<file path="config.mk">
export PLATFORM = sky130hd
export DESIGN_NAME = integer_division
export DESIGN_NICKNAME = d
export VERILOG_FILES = /design/src/rtl/int_arith_pkg.sv /design/src/rtl/addsub33.sv /design/src/rtl/integer_division.sv
export SDC_FILE = /design/constraint.sdc
export NUM_CORES = 1
export LEC_CHECK = 0
export ABC_CLOCK_PERIOD_IN_PS = 3100
export CAP_MARGIN = 10
export CORE_MARGIN = 2
export CORE_UTILIZATION = 46
export CTS_CLUSTER_DIAMETER = 100
export DETAILED_ROUTE_END_ITERATION = 7
export PLACE_DENSITY = 0.69
export SLEW_MARGIN = 0
export SYNTH_ARGS = -nofsm -noshare
export SYNTH_HDL_FRONTEND = slang
export SYNTH_SLANG_ARGS = --single-unit
</file>
<file path="constraint.sdc">
create_clock -name clk -period 3.1 [get_ports clk]
set_input_delay 0.465 -clock clk [delete_from_list [all_inputs] [get_ports clk]]
set_output_delay 0.465 -clock clk [all_outputs]
set_load 0.05 [all_outputs]
</file>
<file path="src/rtl/int_arith_pkg.sv">
// Shared definitions for the integer-arithmetic unit: datapath width, divider FSM
// states, iteration counter width and the divide-by-zero quotient.
package int_arith_pkg;
    localparam int WIDTH = 32;
    localparam int CNT_W = $clog2(WIDTH);

    typedef enum logic [1:0] {
        IDLE = 2'd0,
        CALC = 2'd1,
        FIX  = 2'd2
    } state_t;

    localparam logic [WIDTH-1:0] DIV0_QUO = '1;
endpackage

</file>
<file path="src/rtl/addsub33.sv">
// 33-bit adder/subtractor with carry-out; with sub=1 a carry-out of 1 means a >= b.
module addsub33 (
    input  logic [32:0] a,
    input  logic [32:0] b,
    input  logic        sub,
    output logic [32:0] sum,
    output logic        cout
);
    assign {cout, sum} = {1'b0, a} + {1'b0, b ^ {33{sub}}} + {33'b0, sub};
endmodule

</file>
<file path="src/rtl/integer_division.sv">
// Sequential restoring divider, one quotient bit per clock, done/busy handshake.
// Signed operands when INTEGER_DIVISION_SIGNED_EN is defined, unsigned otherwise.
module integer_division
    import int_arith_pkg::*;
(
    input  logic             clk,
    input  logic             rst,
    input  logic             start,
    input  logic [WIDTH-1:0] dividend,
    input  logic [WIDTH-1:0] divisor,
    output logic [WIDTH-1:0] quotient,
    output logic [WIDTH-1:0] remainder,
    output logic             busy,
    output logic             done,
    output logic             div_zero
);
    state_t           state;
    logic [CNT_W-1:0] cnt;
    logic [WIDTH:0]   rem;
    logic [WIDTH-1:0] quo, dvs, dvd;
    logic [WIDTH-1:0] dvd_mag, dvs_mag;
    logic [WIDTH:0]   rem_sh, add_a, add_b, add_sum;
    logic             add_cout;

    // {rem, quo} shifted left by one; the dividend bits stream out of quo into rem
    assign rem_sh = {rem[WIDTH-1:0], quo[WIDTH-1]};

`ifdef INTEGER_DIVISION_SIGNED_EN
    logic           q_neg, r_neg;
    logic [WIDTH:0] rneg_sum;
    logic           rneg_cout;
    logic           unused_rneg;

    assign dvd_mag = dividend[WIDTH-1] ? WIDTH'(0) - dividend : dividend;
    assign dvs_mag = divisor[WIDTH-1]  ? WIDTH'(0) - divisor  : divisor;

    // In FIX the trial adder is idle, so it negates the quotient magnitude
    always_comb begin
        add_a = rem_sh;
        add_b = {1'b0, dvs};
        if (state == FIX) begin
            add_a = '0;
            add_b = {1'b0, quo};
        end
    end

    addsub33 u_rneg (
        .a    ('0),
        .b    ({1'b0, rem[WIDTH-1:0]}),
        .sub  (1'b1),
        .sum  (rneg_sum),
        .cout (rneg_cout)
    );
    assign unused_rneg = &{1'b0, rneg_cout, rneg_sum[WIDTH]};
`else
    assign dvd_mag = dividend;
    assign dvs_mag = divisor;
    assign add_a   = rem_sh;
    assign add_b   = {1'b0, dvs};
`endif

    addsub33 u_trial (
        .a    (add_a),
        .b    (add_b),
        .sub  (1'b1),
        .sum  (add_sum),
        .cout (add_cout)
    );

    always_ff @(posedge clk) begin
        if (rst) begin
            state     <= IDLE;
            cnt       <= '0;
            rem       <= '0;
            quo       <= '0;
            dvs       <= '0;
            dvd       <= '0;
            quotient  <= '0;
            remainder <= '0;
            busy      <= 1'b0;
            done      <= 1'b0;
            div_zero  <= 1'b0;
`ifdef INTEGER_DIVISION_SIGNED_EN
            q_neg     <= 1'b0;
            r_neg     <= 1'b0;
`endif
        end else begin
            done <= 1'b0;
            case (state)
                IDLE: if (start) begin
                    rem   <= '0;
                    quo   <= dvd_mag;
                    dvs   <= dvs_mag;
                    dvd   <= dividend;
                    cnt   <= '0;
                    busy  <= 1'b1;
                    state <= CALC;
`ifdef INTEGER_DIVISION_SIGNED_EN
                    q_neg <= dividend[WIDTH-1] ^ divisor[WIDTH-1];
                    r_neg <= dividend[WIDTH-1];
`endif
                end
                CALC: begin
                    // carry-out of the subtract means the trial remainder is non-negative
                    rem <= add_cout ? add_sum : rem_sh;
                    quo <= {quo[WIDTH-2:0], add_cout};
                    cnt <= cnt + 1'b1;
                    if (cnt == CNT_W'(WIDTH-1))
                        state <= FIX;
                end
                FIX: begin
                    if (dvs == '0) begin
                        quotient  <= DIV0_QUO;
                        remainder <= dvd;
                        div_zero  <= 1'b1;
                    end else begin
`ifdef INTEGER_DIVISION_SIGNED_EN
                        quotient  <= q_neg ? add_sum[WIDTH-1:0] : quo;
                        remainder <= r_neg ? rneg_sum[WIDTH-1:0] : rem[WIDTH-1:0];
`else
                        quotient  <= quo;
                        remainder <= rem[WIDTH-1:0];
`endif
                        div_zero  <= 1'b0;
                    end
                    done  <= 1'b1;
                    busy  <= 1'b0;
                    state <= IDLE;
                end
                default: state <= IDLE;
            endcase
        end
    end
endmodule
</file>
# Yosys cells after proc, flatten, opt, wreduce, memory -nomap -nowiden
# Index checks and enable logic that the tools add are counted.
# totals
reg_bits,202
latch_bits,0
mem_bits_rw,0
rom_bits,0
inputBits,67
out_inout_bits,67
elab_cells,44
mem_count,0
# classes
addsub,3
multipliers,0
div,0
n_lt_le_gt_ge,0
n_eq_ne,5
shift,0
muxes,16
bitwise_logic,1
reduce_logical,8
# ops
operator,count
$mux 32,5
$pmux 32 s2,2
$add 33x33->34,1
$add 34x1->34 const B,1
$not 32->33,1
$logic_not 32->1,1
$pmux 5 s2,1
$reduce_and 2->1,4
$add 5x1->5 const B,1
$eq 5x5->1 const B,1
$mux 5,1
$mux 2,2
$ne 2x2->1 const B,2
$pmux 2 s2,1
$reduce_bool 2->1,2
$mux 1,3
$eq 2x1->1 const B,1
$eq 2x2->1 const B,1
$logic_not 2->1,1
$pmux 1 s2,1

# Longest topological paths before layout
# logic_depth
depth_word,5
mapped_depth,14
ltp_nobuf,12

# Cells and area by module
# A second synthesis with hierarchy kept.
# hier_totals
cells_unflattened,1277
hier_area_um2,10284.9
# modules_own_cells
module,instances,cells_each,area_each_um2,seq_area_each_um2
integer_division,1,981,8145.3,4043.9
addsub33,1,296,2139.6,0.0

# Least setup slack after synthesis
# No wires, ideal clock.
# synth_timing
path_type,register to register
from,register dvs[24]
to,register quo[0]
setup_time_ns,0.119
t_arrival_ns,2.428
t_required_ns,2.981
path_slack_ns,0.554
path_stages_with_launch,12
path_buffers,2
period_less_slack_ns,2.546
cell_sequence,dfxtp_1 > inv_1 > ha_1 > a21o_1 > a31o_1 > a21o_1 > o311a_1 > a21oi_4 > o221ai_4 > buf_6 > buf_6 > o221a_1
# synth_via
elab_chain_cells,4
# synth_lines
item,line,rtl
from (decl),integer_division.sv:20,"logic [WIDTH-1:0] quo, dvs, dvd;"
from (signal assigned),integer_division.sv:93,dvs <= dvs_mag;
$not 32->33 (no source line),n/a,
$add 33x33->34,addsub33.sv:9,"assign {cout, sum} = {1'b0, a} + {1'b0, b ^ {33{sub}}} + {33'b0, sub};"
$add 34x1->34,addsub33.sv:9,
$pmux 32 s2,integer_division.sv:89,case (state)
to (signal assigned),integer_division.sv:92,quo <= dvd_mag;
to (signal assigned),integer_division.sv:106,"quo <= {quo[WIDTH-2:0], add_cout};"
to (decl),integer_division.sv:20,
# Every way passes these cells.
# A chain may end at the register's enable or synchronous reset.

# Final worst setup path
# layout_timing
from,register dvs[24]
to,register rem[25]
# layout_via
elab_chain_cells,5
# layout_lines
item,line,rtl
$not 32->33 (no source line),n/a,
$add 33x33->34,addsub33.sv:9,
$add 34x1->34,addsub33.sv:9,
$mux 32,integer_division.sv:105,rem <= add_cout ? add_sum : rem_sh;
$pmux 32 s2,integer_division.sv:89,
to (signal assigned),integer_division.sv:105,
to (decl),integer_division.sv:19,logic [WIDTH:0] rem;
# Every way passes these cells.

==> metrics.md <==
| Metric | Value |
|---|---|
| Post-CTS setup buffers | `0` |
| Initial Util | `0.473` |
| Antenna Cells | `0` |
| Worst hold path class | `in -> reg` |
| Die Y | `between 150 and 200 um` |
| DRT antenna net count | `0` |
| Number of clock sinks | `202` |
| Max-cap violations | `0` |
| Outcome | `finished, final reports clean` |
| Clk buf depth | `3` |
| Pre-CTS setup slack | `0.243 ns` |
| Core Rows | `53` |
| Leading area contributor after synthesis | `dfxtp_1` |
| Critical Path RT | `3.49 ns` |
| Core outline area | `21200 sq um` |
| Max_slew headroom | `0.452` |
| Final hold vios | `0` |
| Drt pass-1 iters | `5` |
| Largest net degree at the start of global routing | `130` |
| Unrepaired setup endpoints after global routing | `false` |
| Initial antenna violation count | `0` |
| Clock latency on the worst-skew pair | `about 0.52 ns` |
| Total power | `11.5 mW` |
| CP Capture Type | `flip-flop` |
| Share of the synthesized area in the top cell type | `0.404` |
| Maximum VDD drop | `slightly below 0.8 mV` |
| PwrDens | `941 nW/um^2` |
| Final HPWL DP | `18800 um` |
| DP Area | `11500 sq um` |
| Total grt overflow | `0` |
| Ys flop type | `dfxtp_1` |
| # H-tree levels | `1` |
| Crit-path max FO | `18` |
| CTS tree | `done` |
| Total GRT Usage | `0.236` |
| Sequential standard cell area | `4050 sq um` |
| Setup violators final | `0` |
| Final net count | `1470` |
| F_max | `around 350 MHz` |
| Mapped cell area | `10000 sq um` |
| CTS clock-pin slew for the worst setup and hold paths | `around 0.06 ns` |
| Net Count, Synth | `1385` |
| Synth unique cells | `61` |
| Synth async-reset ratio | `0` |
| Post-Synthesis Cells | `1283` |
| YS warnings | `0` |
| CTS root buf | `clkbuf_16` |
| Finished Cell Area | `12200 sq um` |
| Final setup margin | `0.281 ns` |
| Total die area | `22900 sq um` |
| Min Tclk post-route | `2.82 ns` |
| First-pass GRT wire length | `43700 um` |
| # placed instances | `1619` |
| Num CTS Buffers | `22` |
| FILL cells | `1979` |
| Share of layout cells above drive strength 1 | `0.0651` |
| Routed wire length | `26800 um` |
| Clk_skew | `between 0.015 and 0.02 ns` |
| Vias/cell | `5.49` |
| Crit share post-route | `0.909` |
| # resized after CTS | `0` |
| Worst slew pin tran | `0.820 ns` |
| I/O pin count | `134` |
| Setup Crit Path Kind | `reg -> reg` |
| TNS Setup | `0 ns` |
| WL/cell | `16.2 um` |
| Mean Syn Cell Area | `7.80 sq um` |
| Number of synthesized flops with an enable pin | `0` |
| Placer Congestion | `0.877` |
| Synth Register Bits | `202` |
| Die width | `approximately 150 um` |
| Area taken by multi-input logic gates | `5420 sq um` |
| Port bufs | `133` |
| Area delta synth->final | `22.2%` |
| DRC errors left | `0` |
| CP arrival | `around 3.2 ns` |
| Sequential-to-total area share from yosys stat | `0.404` |
| DR vias | `between 9000 and 10000` |
| Max Slew Vio Count | `0` |
| LEAKAGE | `roughly 4.6 nW` |
| Final cell count without fillers | `around 1700` |
| Vias in the first global route | `8566` |
| Main area contributors after synthesis | `dfxtp_1 (40%), a21oi_1 (7.9%), nand2_1 (6.8%)` |
| Iteration-0 DRC Markers | `490` |
| Hold Buf Count CTS | `0` |
| Startpoint Class | `flip-flop` |
## cell usage after synthesis, types with 2 or more instances
| library cell | n |
|---|---|
| nor3_1 | 68 |
| mux2i_1 | 45 |
| buf_6 | 3 |
| inv_1 | 53 |
| and2_1 | 3 |
| dfxtp_1 | 202 |
| nor2b_1 | 20 |
| xor2_1 | 11 |
| a31oi_1 | 3 |
| o21ai_0 | 45 |
| o31a_1 | 2 |
| and4_1 | 2 |
| or3_1 | 2 |
| nand2_1 | 182 |
| and3_1 | 4 |
| a22o_1 | 8 |
| xnor2_1 | 17 |
| o221a_2 | 16 |
| ha_1 | 34 |
| a211oi_1 | 37 |
| mux2_2 | 2 |
| o211ai_1 | 5 |
| o21a_1 | 3 |
| buf_2 | 8 |
| nand4_1 | 5 |
| buf_1 | 8 |
| a22oi_1 | 3 |
| nand2b_1 | 8 |
| a2111oi_0 | 16 |
| nor4_1 | 8 |
| nand3_1 | 6 |
| a21o_1 | 13 |
| clkbuf_1 | 72 |
| a21oi_1 | 157 |
| nor2_1 | 181 |
| o311a_1 | 2 |
| o21ai_1 | 5 |
## metrics by stage
step                hold slack [ns]   util
floorplan                     0.436      -
global placement              0.442  0.544
detailed placement            0.449  0.544
CTS                           0.385  0.577
global route                  0.424  0.578
finish                        0.396  0.578
## worst max-delay path: stages (launching register included)
cell and delay (ns):
dfxtp_1 0.35, inv_1 0.05, ha_1 0.35, a21o_1 0.21, a31o_1 0.22, a21o_1 0.19
o311a_1 0.39, a21oi_4 0.23, o221ai_4 0.14, buf_4 0.23, nor2_1 0.10, a21oi_1 0.04
a22o_1 0.20
## layer usage
layer,vias up,part of all wire,GRT usage
li1,4615,-,-
met1,4284,0.46,0.318
met2,178,0.49,0.408
met3,23,0.037,0.0266
met4,0,0.014,0.0491
met5,-,0,0
## report_power, final
group          leakage [nW]  internal [mW]  switching [mW]  total, mW
Clock                 0.353           1.52            1.06       2.58
Combinational          2.56           2.49            3.25       5.74
Sequential             1.65           2.87           0.316       3.18
Total                  4.56           6.88            4.63       11.5
## final timing paths
kind / start / depth (start not counted) / slack, ns / to
worst max-delay path: dvs[24] / 12 / 0.28 / rem[25]
worst min-delay path: rst / 2 / 0.40 / cnt[0]
worst max register to register: dvs[24] / 12 / 0.28 / rem[25]
worst min register to register: dvd[15] / 2 / 0.46 / dvd[15]
## cell usage in the layout (no fill, tap or decap), drive strengths merged, types with 8 or more instances in the layout
| master | n |
|---|---|
| a2111oi | 16 |
| ha | 34 |
| nand2b | 8 |
| a22o | 8 |
| a21oi | 159 |
| nor3 | 68 |
| mux2i | 45 |
| nor4 | 8 |
| a21o | 13 |
| o21ai | 50 |
| clkbuf | 28 |
| nor2 | 181 |
| clkdlybuf4s50 | 131 |
| xnor2 | 17 |
| clkinv | 8 |
| inv | 53 |
| dfxtp | 202 |
| a211oi | 37 |
| nor2b | 20 |
| nand2 | 182 |
| buf | 23 |
| o221a | 17 |
| xor2 | 11 |
## logic make-up (layout without fill, tap and decap cells)
family,after synthesis,count (layout),synth area share
adders and majority gates,35,35,0.0445
AOI/OAI and AO/OA,332,332,0.212
xor gates and xnor gates,28,28,0.0245
and+or+nand+nor,493,493,0.209
DFF,202,202,0.404
muxes,47,47,0.0473
buffers and inverters,146,245,0.0585
## flip-flops by register name, indices dropped and copies added, names as in the netlist
signal,count
dvs,32
cnt,5
state,2
dvd,32
div_zero,1
busy,1
quotient,32
remainder,32
quo,32
rem,32
done,1
## layout make-up
type / instances / area share
clock buffers: 28 / 0.0485
clock inverters: 10 / 0.00910
inverters: 53 / 0.0163
multi-input cells: 935 / 0.443
flip-flops and latches: 202 / 0.331
well taps: 275 / 0.0281
repair buffers: 154 / 0.125
(Power assumes the default switching activity.)
